--- config.mk ---
export PLATFORM = sky130hd
export DESIGN_NAME = bus
export DESIGN_NICKNAME = d
export VERILOG_FILES = /design/src/rtl/bus_pkg.sv /design/src/rtl/bus_arbiter.sv /design/src/rtl/bus.sv
export SDC_FILE = /design/constraint.sdc
export NUM_CORES = 1
export LEC_CHECK = 0
export BUFFER_PORTS_ARGS = -buffer_cell sky130_fd_sc_hd__buf_2
export CORE_AREA = 2 2 142 144
export DETAILED_ROUTE_END_ITERATION = 6
export DIE_AREA = 0 0 144 146
export PLACE_DENSITY = 0.34
export REMOVE_ABC_BUFFERS = 1
export SKIP_CTS_REPAIR_TIMING = 1
export SLEW_MARGIN = 40
export SYNTH_ARGS = -nofsm -noshare
export SYNTH_HDL_FRONTEND = slang
export SYNTH_HIERARCHICAL = 1
export SYNTH_SLANG_ARGS = --single-unit
--- constraint.sdc ---
create_clock -name clk -period 1.5 [get_ports clk]
set_clock_uncertainty 0.2 [all_clocks]
set_input_delay 0 -clock clk [delete_from_list [all_inputs] [get_ports clk]]
set_output_delay 0 -clock clk [all_outputs]
set_load 0.02 [all_outputs]
--- src/rtl/bus_pkg.sv ---
// Shared definitions for the single-master, two-slave system bus:
// arbiter state type, bus widths and the slave address windows.
package bus_pkg;

    localparam int ADDR_W     = 16;
    localparam int DATA_W     = 64;
    localparam int NUM_SLAVES = 2;

    // Slave 0: memory, 2K-word window 0x0000-0x07FF
    localparam logic [ADDR_W-1:0] BUS_S0_BASE = 16'h0000;
    localparam logic [ADDR_W-1:0] BUS_S0_MASK = 16'hF800;
    // Slave 1: factorial core, 512-word window 0x7000-0x71FF
    localparam logic [ADDR_W-1:0] BUS_S1_BASE = 16'h7000;
    localparam logic [ADDR_W-1:0] BUS_S1_MASK = 16'hFE00;

    typedef enum logic {
        IDLE  = 1'b0,
        GRANT = 1'b1
    } bus_state_t;

endpackage

--- src/rtl/bus_arbiter.sv ---
// Single-master arbiter: grants the bus one cycle after a request and
// releases it one cycle after the request drops.
module bus_arbiter
    import bus_pkg::*;
(
    input  logic clk,
    input  logic reset_n,   // synchronous, active-high despite the name
    input  logic m_req,
    output logic m_grant
);

    bus_state_t r_state;
    logic       r_grant;

    // Arbiter FSM with a registered grant that mirrors the GRANT state
    always_ff @(posedge clk) begin
        if (reset_n) begin
            r_state <= IDLE;
            r_grant <= 1'b0;
        end else begin
            case (r_state)
                IDLE: begin
                    if (m_req) begin
                        r_state <= GRANT;
                        r_grant <= 1'b1;
                    end
                end
                GRANT: begin
                    if (!m_req) begin
                        r_state <= IDLE;
                        r_grant <= 1'b0;
                    end
                end
                default: begin
                    r_state <= IDLE;
                    r_grant <= 1'b0;
                end
            endcase
        end
    end

    assign m_grant = r_grant;

endmodule

--- src/rtl/bus.sv ---
// System bus top: arbitration, address decode, zero-latency forwarding of
// address/write controls and one-cycle-delayed read data return.
module bus
    import bus_pkg::*;
#(
    parameter logic [ADDR_W-1:0] S0_BASE = BUS_S0_BASE,
    parameter logic [ADDR_W-1:0] S0_MASK = BUS_S0_MASK,
    parameter logic [ADDR_W-1:0] S1_BASE = BUS_S1_BASE,
    parameter logic [ADDR_W-1:0] S1_MASK = BUS_S1_MASK
)
(
    input  logic              clk,
    input  logic              reset_n,   // synchronous, active-high
    input  logic              m_req,
    input  logic              m_wr,
    input  logic [ADDR_W-1:0] m_addr,
    input  logic [DATA_W-1:0] m_dout,
    input  logic [DATA_W-1:0] s0_dout,
    input  logic [DATA_W-1:0] s1_dout,
    output logic              m_grant,
    output logic [DATA_W-1:0] m_din,
    output logic              s0_sel,
    output logic              s1_sel,
    output logic [ADDR_W-1:0] s_addr,
    output logic              s_wr,
    output logic [DATA_W-1:0] s_din
);

    localparam logic [ADDR_W-1:0] BASES [NUM_SLAVES] = '{S0_BASE, S1_BASE};
    localparam logic [ADDR_W-1:0] MASKS [NUM_SLAVES] = '{S0_MASK, S1_MASK};

    logic                  w_grant;
    logic [NUM_SLAVES-1:0] w_hit;
    logic [NUM_SLAVES-1:0] w_sel;
    logic [NUM_SLAVES-1:0] r_sel;

    bus_arbiter u_arbiter (
        .clk     (clk),
        .reset_n (reset_n),
        .m_req   (m_req),
        .m_grant (w_grant)
    );

    // Window match per slave; selects only assert while the master owns the bus
    generate
        for (genvar gi = 0; gi < NUM_SLAVES; gi++) begin : g_decode
            assign w_hit[gi] = ((m_addr & MASKS[gi]) == BASES[gi]);
            assign w_sel[gi] = w_hit[gi] & w_grant;
        end
    endgenerate

    assign m_grant = w_grant;
    assign s0_sel  = w_sel[0];
    assign s1_sel  = w_sel[1];

    // Pass-through to slaves while granted, driven to zero otherwise
    always_comb begin
        s_addr = '0;
        s_wr   = 1'b0;
        s_din  = '0;
        if (w_grant) begin
            s_addr = m_addr;
            s_wr   = m_wr;
            s_din  = m_dout;
        end
    end

    // Remember which slave was addressed so its synchronous read data is routed next cycle
    always_ff @(posedge clk) begin
        if (reset_n) begin
            r_sel <= '0;
        end else begin
            r_sel <= w_sel;
        end
    end

    // Read return mux; unmapped or idle cycles return zero
    always_comb begin
        m_din = '0;
        case (r_sel)
            2'b01:   m_din = s0_dout;
            2'b10:   m_din = s1_dout;
            default: m_din = '0;
        endcase
    end

endmodule

==> results of run 1 <==
## critical path, delay by kind of cell (launching register included)
| kind | cells | cell delay, ns |
|---|---|---|
| buf+inv | 3 | 0.40 |
| fa+ha+maj | 1 | 0.20 |
| simple gates | 1 | 0.06 |
| compound gates | 1 | 0.21 |
| flops | 1 | 0.35 |
## state kept, by name (all words and copies together) (netlist names)
register and count:
r_sel 2, u_arbiter/m_grant 1, u_arbiter/r_state 1
## metrics by stage
step	TNS (ns)	cells
after CTS	-14.02	869
after detailed placement	-0.280	866
after floorplan	-75.13	230
final	-7.47	877
after global placement	-0.143	866
after global routing	-11.84	877
## power groups by stage
stage	logic (uW)	clock network, uW	registers (uW)
floorplan	299	0	142
global placement	816	0	117
detailed placement	820	0	117
CTS	823	440	116
global route	896	456	115
finish	833	429	114
## final timing paths
check	start	end	slack (ns)	cells past startpoint
worst max register to register	u_arbiter/m_grant	r_sel[1]	0.23	3
worst min register to register	u_arbiter/r_state	u_arbiter/m_grant	0.32	2
worst min-delay path	m_addr[12]	r_sel[0]	-0.09	3
worst max-delay path	r_sel[0]	m_din[6]	-0.16	6
## synthesized netlist by cell type, drive strengths merged
master / count
inv: 3
nor3: 1
or2: 1
and2: 80
nor2b: 2
dfxtp: 4
ha: 2
nor4: 1
nand4bb: 1
nor2: 64
a22oi: 64
nor3b: 1
nand2b: 2
buf: 15
or4: 1
o22ai: 1
clkbuf: 15
nor4b: 1
nand2: 1
## area by class of cell
cell class	instances	area share, %
clock buffer	3	1.80
inverter	3	0.270
multi-input combinational	223	36.5
timing repair buffer	379	51.4
sequential	4	2.07
tap	265	7.96
## cell usage in the layout, fill, tap and decap left out, types with 2 or more instances in the layout
cell type and n:
sky130_fd_sc_hd__a22oi_1 37, sky130_fd_sc_hd__a22oi_2 27, sky130_fd_sc_hd__and2_1 79, sky130_fd_sc_hd__buf_12 6
sky130_fd_sc_hd__buf_2 339, sky130_fd_sc_hd__buf_4 25, sky130_fd_sc_hd__buf_6 2, sky130_fd_sc_hd__clkbuf_16 6
sky130_fd_sc_hd__dfxtp_2 2, sky130_fd_sc_hd__dlygate4sd3_1 4, sky130_fd_sc_hd__ha_4 2, sky130_fd_sc_hd__inv_2 2
sky130_fd_sc_hd__nand2b_1 2, sky130_fd_sc_hd__nor2_1 64, sky130_fd_sc_hd__nor2b_1 2
## metal layers
metal	track usage, %	vias to the layer above	part of all wire [%]
li1	-	1601	-
met1	12.1	1500	36
met3	4.05	6	11
met2	22.1	220	51
met4	1.72	0	1.0
met5	0	-	0
## kinds of logic after synthesis
logic type      after synthesis  share of synthesized area (%)
simple gates                156                           53.6
flops                         4                           5.07
buf+inv                      33                           8.87
compound gates               65                           30.8
fa+ha+maj                     2                           1.58
==> run summary, run 1 <==
- **result of the run** finished with violations
- **failing checks** hold timing, setup timing
- **Internal Pwr Total** 839 uW
- **startpoint type of the worst setup path** flop
- **worst hold slack after final layout** -0.0873 ns
- **Register Area** 86.3 sq um
- **relative contribution of sequential cells to total power** 8.3%
- **switching pwr** 538 uW
- **Final Wtd Congestion** 0.757
- **DRT antenna net count** 0
- **height of the die** 146 um
- **switching share of total power** 39.1%
- **critical path capture point type** output pin
- **achievable clock frequency** 601 MHz
- **post-route setup slack** -0.165 ns
- **Inserted Clock Buffers** 3
- **utilization after layout** 21.5%
- **average wire length per cell after detail routing** 16.2 um
- **number of distinct library cells after synthesis** 21
- **Cell Area, Synth** 1580 sq um
- **share of cells above drive strength 1** 68.1%
- **largest buffer count on any clock path** 2
- **number of hold-slack violations in the final timing report** 1
- **series of cell instances along the critical path** inv_2, ha_4, clkbuf_16, a22oi_1, nor2_1, buf_2
- **Finish-stage setup viols** 63
- **Vias per Instance** 3.79
- **Design Power** 1380 uW
- **Core Box Area** 19300 sq um
- **arrival time at the worst endpoint** 1.46 ns
- **via total after detailed routing** 3327
- **Port-buffer cells** 359
- **count of max-cap constraint violations** 0
- **total congestion overflow** 0
- **sequential element share of the synthesized area** 5.07%
- **vias in the first global route** 3158
- **top-area cell type share of the netlist area** 31.3%
- **top fanout value on the critical path** 13
- **area occupied by multi-input gates** 1520 sq um
- **clock network fraction of design power** 31.2%
- **number of detailed-routing iterations run before antenna repair** 4
- **main area contributors after synthesis** sky130_fd_sc_hd__and2_1 (31%), sky130_fd_sc_hd__a22oi_1 (30%), sky130_fd_sc_hd__nor2_1 (15%), sky130_fd_sc_hd__dfxtp_1 (5.1%), sky130_fd_sc_hd__buf_2 (4.1%)
- **io pins** 360
- **initial cell density of the core** 8.17%
- **fin crit share** 111%
- **initial antenna violation count** 0
- **final WL** 14.2 mm
- **overall fraction of global-route tracks in use** 11.5%
- **Power per Cell Area** 331 nW/um^2
- **instance area at placement** 3750 sq um
- **Ys Warns** 6
- **P_leak** 0.00216 uW
- **synthesized area per cell** 6.07 sq um
- **maximum number of pins on one net before global-route repair** 53
- **number of sinks handled by clock tree synthesis** 4
- **clock-pin slew on the worst setup and hold paths** 0.03 ns
- **width of the chip** 144 um
- **type of the setup path with the least slack** flop to output pin
- **# fillers** 2280
- **Yosys reg bits** 4
- **Layout Nets** 828
- **worst setup timing slack at the placement stage** -0.0893 ns
- **slowest cell on the critical path** sky130_fd_sc_hd__dfxtp_2
- **Synth area leader** sky130_fd_sc_hd__and2_1
- **worst supply voltage drop on vdd** 356 uV
- **Max stage delay on crit path** 0.35 ns
- **full die area** 21000 sq um
- **setup repair after global routing missed its margin** yes
- **htree depth** 1
- **Worst-Margin Slew** 0.359 ns
- **Required @ worst endpoint** 1.30 ns
- **combinational power share** 60.5%
- **clock tree from TritonCTS** yes
- **wire length of the first global-routing pass** 18.8 mm
- **final routed DRC violation total** 0
- **clock root cell** sky130_fd_sc_hd__clkbuf_16
- **number of standard-cell rows in the floorplan** 51
- **class of the most critical hold timing path** input port to flop
- **ant diodes** 0
- **area of all placed cells without fillers** 4170 sq um
- **total count of max-transition violations in the final report** 0
- **later-pin clock latency in the skew report** 0.23 ns
- **detailed router's first-iteration violation count** 37
- **Final Critical Period** 1.66 ns
- **Layout area overhead** 164%
- **post-detailed-placement half-perimeter wirelength** 12.1 mm
- **instance count of the mapped netlist** 260
- **max_slew headroom** 75.9%
Power figures use the tool's default switching activity.
==> run 2: changes to the inputs <==
--- a/config.mk
+++ b/config.mk
@@ -17,3 +17,4 @@
 export SYNTH_HDL_FRONTEND = slang
 export SYNTH_HIERARCHICAL = 1
 export SYNTH_SLANG_ARGS = --single-unit
+export TNS_END_PERCENT = 50
==> constraint.sdc (replaced) <==
create_clock -name clk -period 1.5 [get_ports clk]
set_clock_uncertainty 0.2 [all_clocks]
set_input_delay 0 -clock clk [delete_from_list [all_inputs] [get_ports clk]]
set_output_delay 0 -clock clk [all_outputs]
set_load 0.005 [all_outputs]
==> run summary, run 2 (synthesis results as in run 1) <==
- **result of the run** finished with violations
- **failing checks** hold timing, setup timing
- **htree depth** 1
- **clock root cell** sky130_fd_sc_hd__clkbuf_16
- **final routed DRC violation total** 0
- **detailed router's first-iteration violation count** 52
- **number of standard cells in the final layout excluding fillers** 881
- **top fanout value on the critical path** 25
- **number of sinks handled by clock tree synthesis** 4
- **initial cell density of the core** 8.17%
- **number of hold-slack violations in the final timing report** 1
- **critical path capture point type** output pin
- **max_slew headroom** 75.2%
- **flip-flop count of the largest register after layout** 2
- **total count of max-transition violations in the final report** 0
- **io pins** 360
- **post-detailed-placement half-perimeter wirelength** 12.2 mm
- **via total after detailed routing** 3316
- **class of the most critical hold timing path** input port to flop
- **# fillers** 2263
- **Final Wtd Congestion** 0.763
- **crit-path leading delay family** flip-flops
- **Vias per Instance** 3.76
- **CP Depth** 6
- **clock-pin slew on the worst setup and hold paths** 0.03 ns
- **area of all placed cells without fillers** 4240 sq um
- **maximum number of pins on one net before global-route repair** 47
- **area occupied by multi-input gates** 1590 sq um
- **Layout Nets** 832
- **clock tree from TritonCTS** yes
- **initial antenna violation count** 0
- **setup_tns** -3.53 ns
- **overall fraction of global-route tracks in use** 11.6%
- **number of standard-cell rows in the floorplan** 51
- **largest buffer count on any clock path** 2
- **Required @ worst endpoint** 1.30 ns
- **type of the setup path with the least slack** flop to output pin
- **Register Area** 88.8 sq um
- **ant diodes** 0
- **share of cells above drive strength 1** 70.6%
- **total congestion overflow** 0
- **arrival time at the worst endpoint** 1.41 ns
- **highest-count cells in the layout ignoring fill and taps** sky130_fd_sc_hd__buf_2 (359), sky130_fd_sc_hd__and2_1 (79), sky130_fd_sc_hd__nor2_1 (64)
- **height of the die** 146 um
- **count of max-cap constraint violations** 0
- **slowest cell on the critical path** sky130_fd_sc_hd__dfxtp_4
- **average wire length per cell after detail routing** 16.8 um
- **DRT antenna net count** 0
- **Setup crit start** r_sel[0]
- **Core Box Area** 19300 sq um
- **full die area** 21000 sq um
- **wire length of the first global-routing pass** 19.0 mm
- **width of the chip** 144 um
- **post-route setup slack** -0.106 ns
- **vias in the first global route** 3247
- **Max stage delay on crit path** 0.36 ns
- **hold wc startpoint** m_addr[13]
- **worst hold slack after final layout** -0.0862 ns
- **number of detailed-routing iterations run before antenna repair** 4
- **Power per Cell Area** 285 nW/um^2
- **Biggest register** r_sel
- **instance area at placement** 3790 sq um
- **later-pin clock latency in the skew report** 0.22 ns
- **flop-to-flop setup slack** 0.23 ns
- **setup repair after global routing missed its margin** yes
- **Critical R2R Capture** r_sel[1]
- **Finish-stage setup viols** 63
- **Layout area overhead** 169%
- **series of cell instances along the critical path** inv_4, ha_4, buf_12, a22oi_2, nor2_1, buf_2
- **Inserted Clock Buffers** 3
- **final WL** 14.8 mm
- **Final Critical Period** 1.61 ns
- **Register-to-Register Path Depth** 3
- **Reg-to-Reg Start** u_arbiter/m_grant
- **P_leak** 0.00220 uW
- **number of cells in the design after placement** 870
- **endpoint of the worst setup timing path** m_din[9]
- **worst supply voltage drop on vdd** 256 uV
- **startpoint type of the worst setup path** flop
- **Port-buffer cells** 359
- **number of buffer and inverter instances along the worst setup path** 3
- **Worst-Margin Slew** 0.369 ns
- **most common cell after layout, fill and taps aside** sky130_fd_sc_hd__buf_2
- **achievable clock frequency** 623 MHz
- **fin crit share** 107%
- **Design Power** 1210 uW
## run 2: changes by cell type in the layout (fill, tap and decap cells not counted), sizes merged
cell,previous run,this run
clkbuf,6,7
buf,372,375
## run 2: worst min-delay path: cells and delay by family
family	cells	cell delay, ns
simple gates	2	0.19
buf+inv	1	0.10
## run 2: power by group
part	leakage (uW)	internal, uW	switching, uW
sequential	0.0000346	108	3.97
clock	0.0000370	341	75.2
combinational	0.00212	384	297
## run 2: per-layer routing
| metal | vias to the layer above | wire length, um | GRT usage [%] |
|---|---|---|---|
| met5 | - | 0 | 0 |
| met2 | 210 | 7860 | 22.9 |
| met1 | 1497 | 5490 | 12.8 |
| met4 | 0 | 10 | 0.588 |
| met3 | 2 | 1400 | 3.16 |
| li1 | 1607 | - | - |
## run 2: metrics by stage
step / utilization (%) / hold slack [ns] / worst slack [ns]
floorplan: - / -0.177 / -0.594
global placement: 19.6 / 0.0472 / 0.0228
detailed placement: 19.6 / 0.0501 / 0.0201
CTS: 20.0 / -0.183 / -0.216
global route: 21.9 / -0.0733 / -0.187
finish: 21.9 / -0.0862 / -0.106
## run 2: layout make-up
| class | instances | share of cell area (%) |
|---|---|---|
| Inverter | 3 | 0.324 |
| Multi-Input combinational cell | 223 | 37.5 |
| Timing Repair Buffer | 383 | 50.5 |
| Clock buffer | 3 | 1.77 |
| Sequential cell | 4 | 2.09 |
| Tap cell | 265 | 7.81 |
## run 2: worst min-delay path by stage
| stage | endpoint | slack [ns] | cells after the start |
|---|---|---|---|
| 2_1_floorplan | s0_sel | -0.18 | 1 |
| 3_3_place_gp | u_arbiter/r_state | 0.05 | 2 |
| 3_5_place_dp | u_arbiter/r_state | 0.05 | 2 |
| 4_1_cts | u_arbiter/r_state | -0.18 | 2 |
| 5_1_grt | r_sel[0] | -0.07 | 3 |
| 6_report | r_sel[0] | -0.09 | 3 |
==> run 3: changes to the inputs <==
==> constraint.sdc (replaced) <==
create_clock -name clk -period 1.5 [get_ports clk]
set_clock_uncertainty 0.2 [all_clocks]
set_input_delay 0.225 -clock clk [delete_from_list [all_inputs] [get_ports clk]]
set_output_delay 0.225 -clock clk [all_outputs]
set_load 0.005 [all_outputs]
==> run summary, run 3 (synthesis results as in run 1) <==
- **ant diodes** 0
- **number of hold-slack violations in the final timing report** 0
- **result of the run** finished with violations
- **Reg-to-Reg Start** u_arbiter/m_grant
- **max_slew headroom** 78.2%
- **fin crit share** 123%
- **DRT antenna net count** 0
- **final WL** 15.1 mm
- **setup repair after global routing missed its margin** yes
- **number of cells in the design after placement** 872
- **Layout Nets** 838
- **post-detailed-placement half-perimeter wirelength** 12.0 mm
- **height of the die** 146 um
- **achievable clock frequency** 544 MHz
- **final routed DRC violation total** 0
- **arrival time at the worst endpoint** 1.41 ns
- **number of detailed-routing iterations run before antenna repair** 4
- **Required @ worst endpoint** 1.07 ns
- **met3 routed wirelength** 1.43 mm
- **detailed router's first-iteration violation count** 39
- **Inserted Clock Buffers** 3
- **full die area** 21000 sq um
- **post-route setup slack** -0.338 ns
- **startpoint type of the worst setup path** flop
- **P_leak** 0.00228 uW
- **clock-pin slew on the worst setup and hold paths** 0.03 ns
- **top routing layer in use** met4
- **failing checks** setup timing
- **Final Critical Period** 1.84 ns
- **overall fraction of global-route tracks in use** 11.5%
- **total congestion overflow** 0
- **Power per Cell Area** 297 nW/um^2
- **later-pin clock latency in the skew report** 0.22 ns
- **average wire length per cell after detail routing** 17.0 um
- **worst hold slack after final layout** 0.0408 ns
- **class of the most critical hold timing path** input port to flop
- **most common cell after layout, fill and taps aside** sky130_fd_sc_hd__buf_2
- **via total after detailed routing** 3349
- **type of the setup path with the least slack** flop to output pin
- **Hold Path Cell Cnt** 2
- **htree depth** 1
- **wire length on met1** 5.67 mm
- **Core Box Area** 19300 sq um
- **largest buffer count on any clock path** 2
- **count of max-cap constraint violations** 0
- **setup_tns** -19.91 ns
- **number of sinks handled by clock tree synthesis** 4
- **Vias per Instance** 3.78
- **Worst-Margin Slew** 0.325 ns
- **share of cells above drive strength 1** 73.2%
- **highest-count cells in the layout ignoring fill and taps** sky130_fd_sc_hd__buf_2 (345), sky130_fd_sc_hd__and2_1 (66), sky130_fd_sc_hd__nor2_1 (63)
- **io pins** 360
- **met2 wire length** 7.91 mm
- **top fanout value on the critical path** 12
- **maximum number of pins on one net before global-route repair** 47
- **Worst Hold End** r_sel[0]
- **total count of max-transition violations in the final report** 0
- **clock root cell** sky130_fd_sc_hd__clkbuf_16
- **Finish-stage setup viols** 131
- **vias in the first global route** 3097
- **critical path capture point type** output pin
- **Biggest register** r_sel
- **Critical R2R Capture** r_sel[1]
- **worst supply voltage drop on vdd** 226 uV
- **wire length of the first global-routing pass** 18.6 mm
- **flop-to-flop setup slack** 0.15 ns
- **number of standard-cell rows in the floorplan** 51
- **number of standard cells in the final layout excluding fillers** 887
- **hold wc startpoint** m_addr[14]
- **Port-buffer cells** 359
- **Register-to-Register Path Depth** 3
- **worst setup timing slack at the placement stage** -0.287 ns
- **width of the chip** 144 um
- **clock tree from TritonCTS** yes
- **initial antenna violation count** 0
- **initial cell density of the core** 8.17%
- **Layout area overhead** 180%
- **Final Wtd Congestion** 0.748
- **flip-flop count of the largest register after layout** 2
==> run 3: final cells by class <==
| cell class | instances | area (sq um) |
|---|---|---|
| timing repair buffer | 389 | 2310 |
| tap | 265 | 332 |
| sequential | 4 | 91.3 |
| fill | 2250 | 14900 |
| multi-input combinational | 223 | 1600 |
| clock buffer | 3 | 75.1 |
| inverter | 3 | 11.3 |
==> run 3: layer usage <==
metal / GRT usage [%] / vias up
met5: 0 / -
met4: 0.441 / 0
met3: 3.46 / 4
met2: 22.0 / 218
met1: 12.9 / 1507
li1: - / 1620
==> run 3: power breakdown <==
group	total (uW)	switching, uW	internal, uW	leakage (uW)
Clock	422	80.6	341	0.0000370
Combinational	774	310	464	0.00221
Sequential	120	11.8	108	0.0000350
Total	1320	402	913	0.00228
==> run 3: how the worst max path moves through the flow <==
stage / start / endpoint / cells past startpoint / slack, ns
after floorplan: r_sel[1] / m_din[56] / 4 / -0.82
after global placement: r_sel[1] / m_din[7] / 6 / -0.34
after detailed placement: r_sel[1] / m_din[7] / 6 / -0.29
after CTS: r_sel[1] / m_din[7] / 6 / -0.53
after global routing: r_sel[1] / m_din[56] / 6 / -0.40
final: r_sel[0] / m_din[9] / 6 / -0.34
==> run 3: stage by stage <==
stage	area, sq um	total power (uW)	util (%)
2_1_floorplan	1450	280	-
3_5_place_dp	3780	788	19.6
3_3_place_gp	3780	782	19.6
5_1_grt	4420	1400	22.9
4_1_cts	3860	1220	20.0
6_report	4420	1320	22.9
==> run 3: critical path, stage by stage (launching register included) <==
cell	delay [ns]
sky130_fd_sc_hd__dfxtp_4	0.35
sky130_fd_sc_hd__inv_2	0.04
sky130_fd_sc_hd__ha_4	0.21
sky130_fd_sc_hd__clkbuf_16	0.20
sky130_fd_sc_hd__a22oi_2	0.20
sky130_fd_sc_hd__nor2_1	0.06
sky130_fd_sc_hd__buf_2	0.12
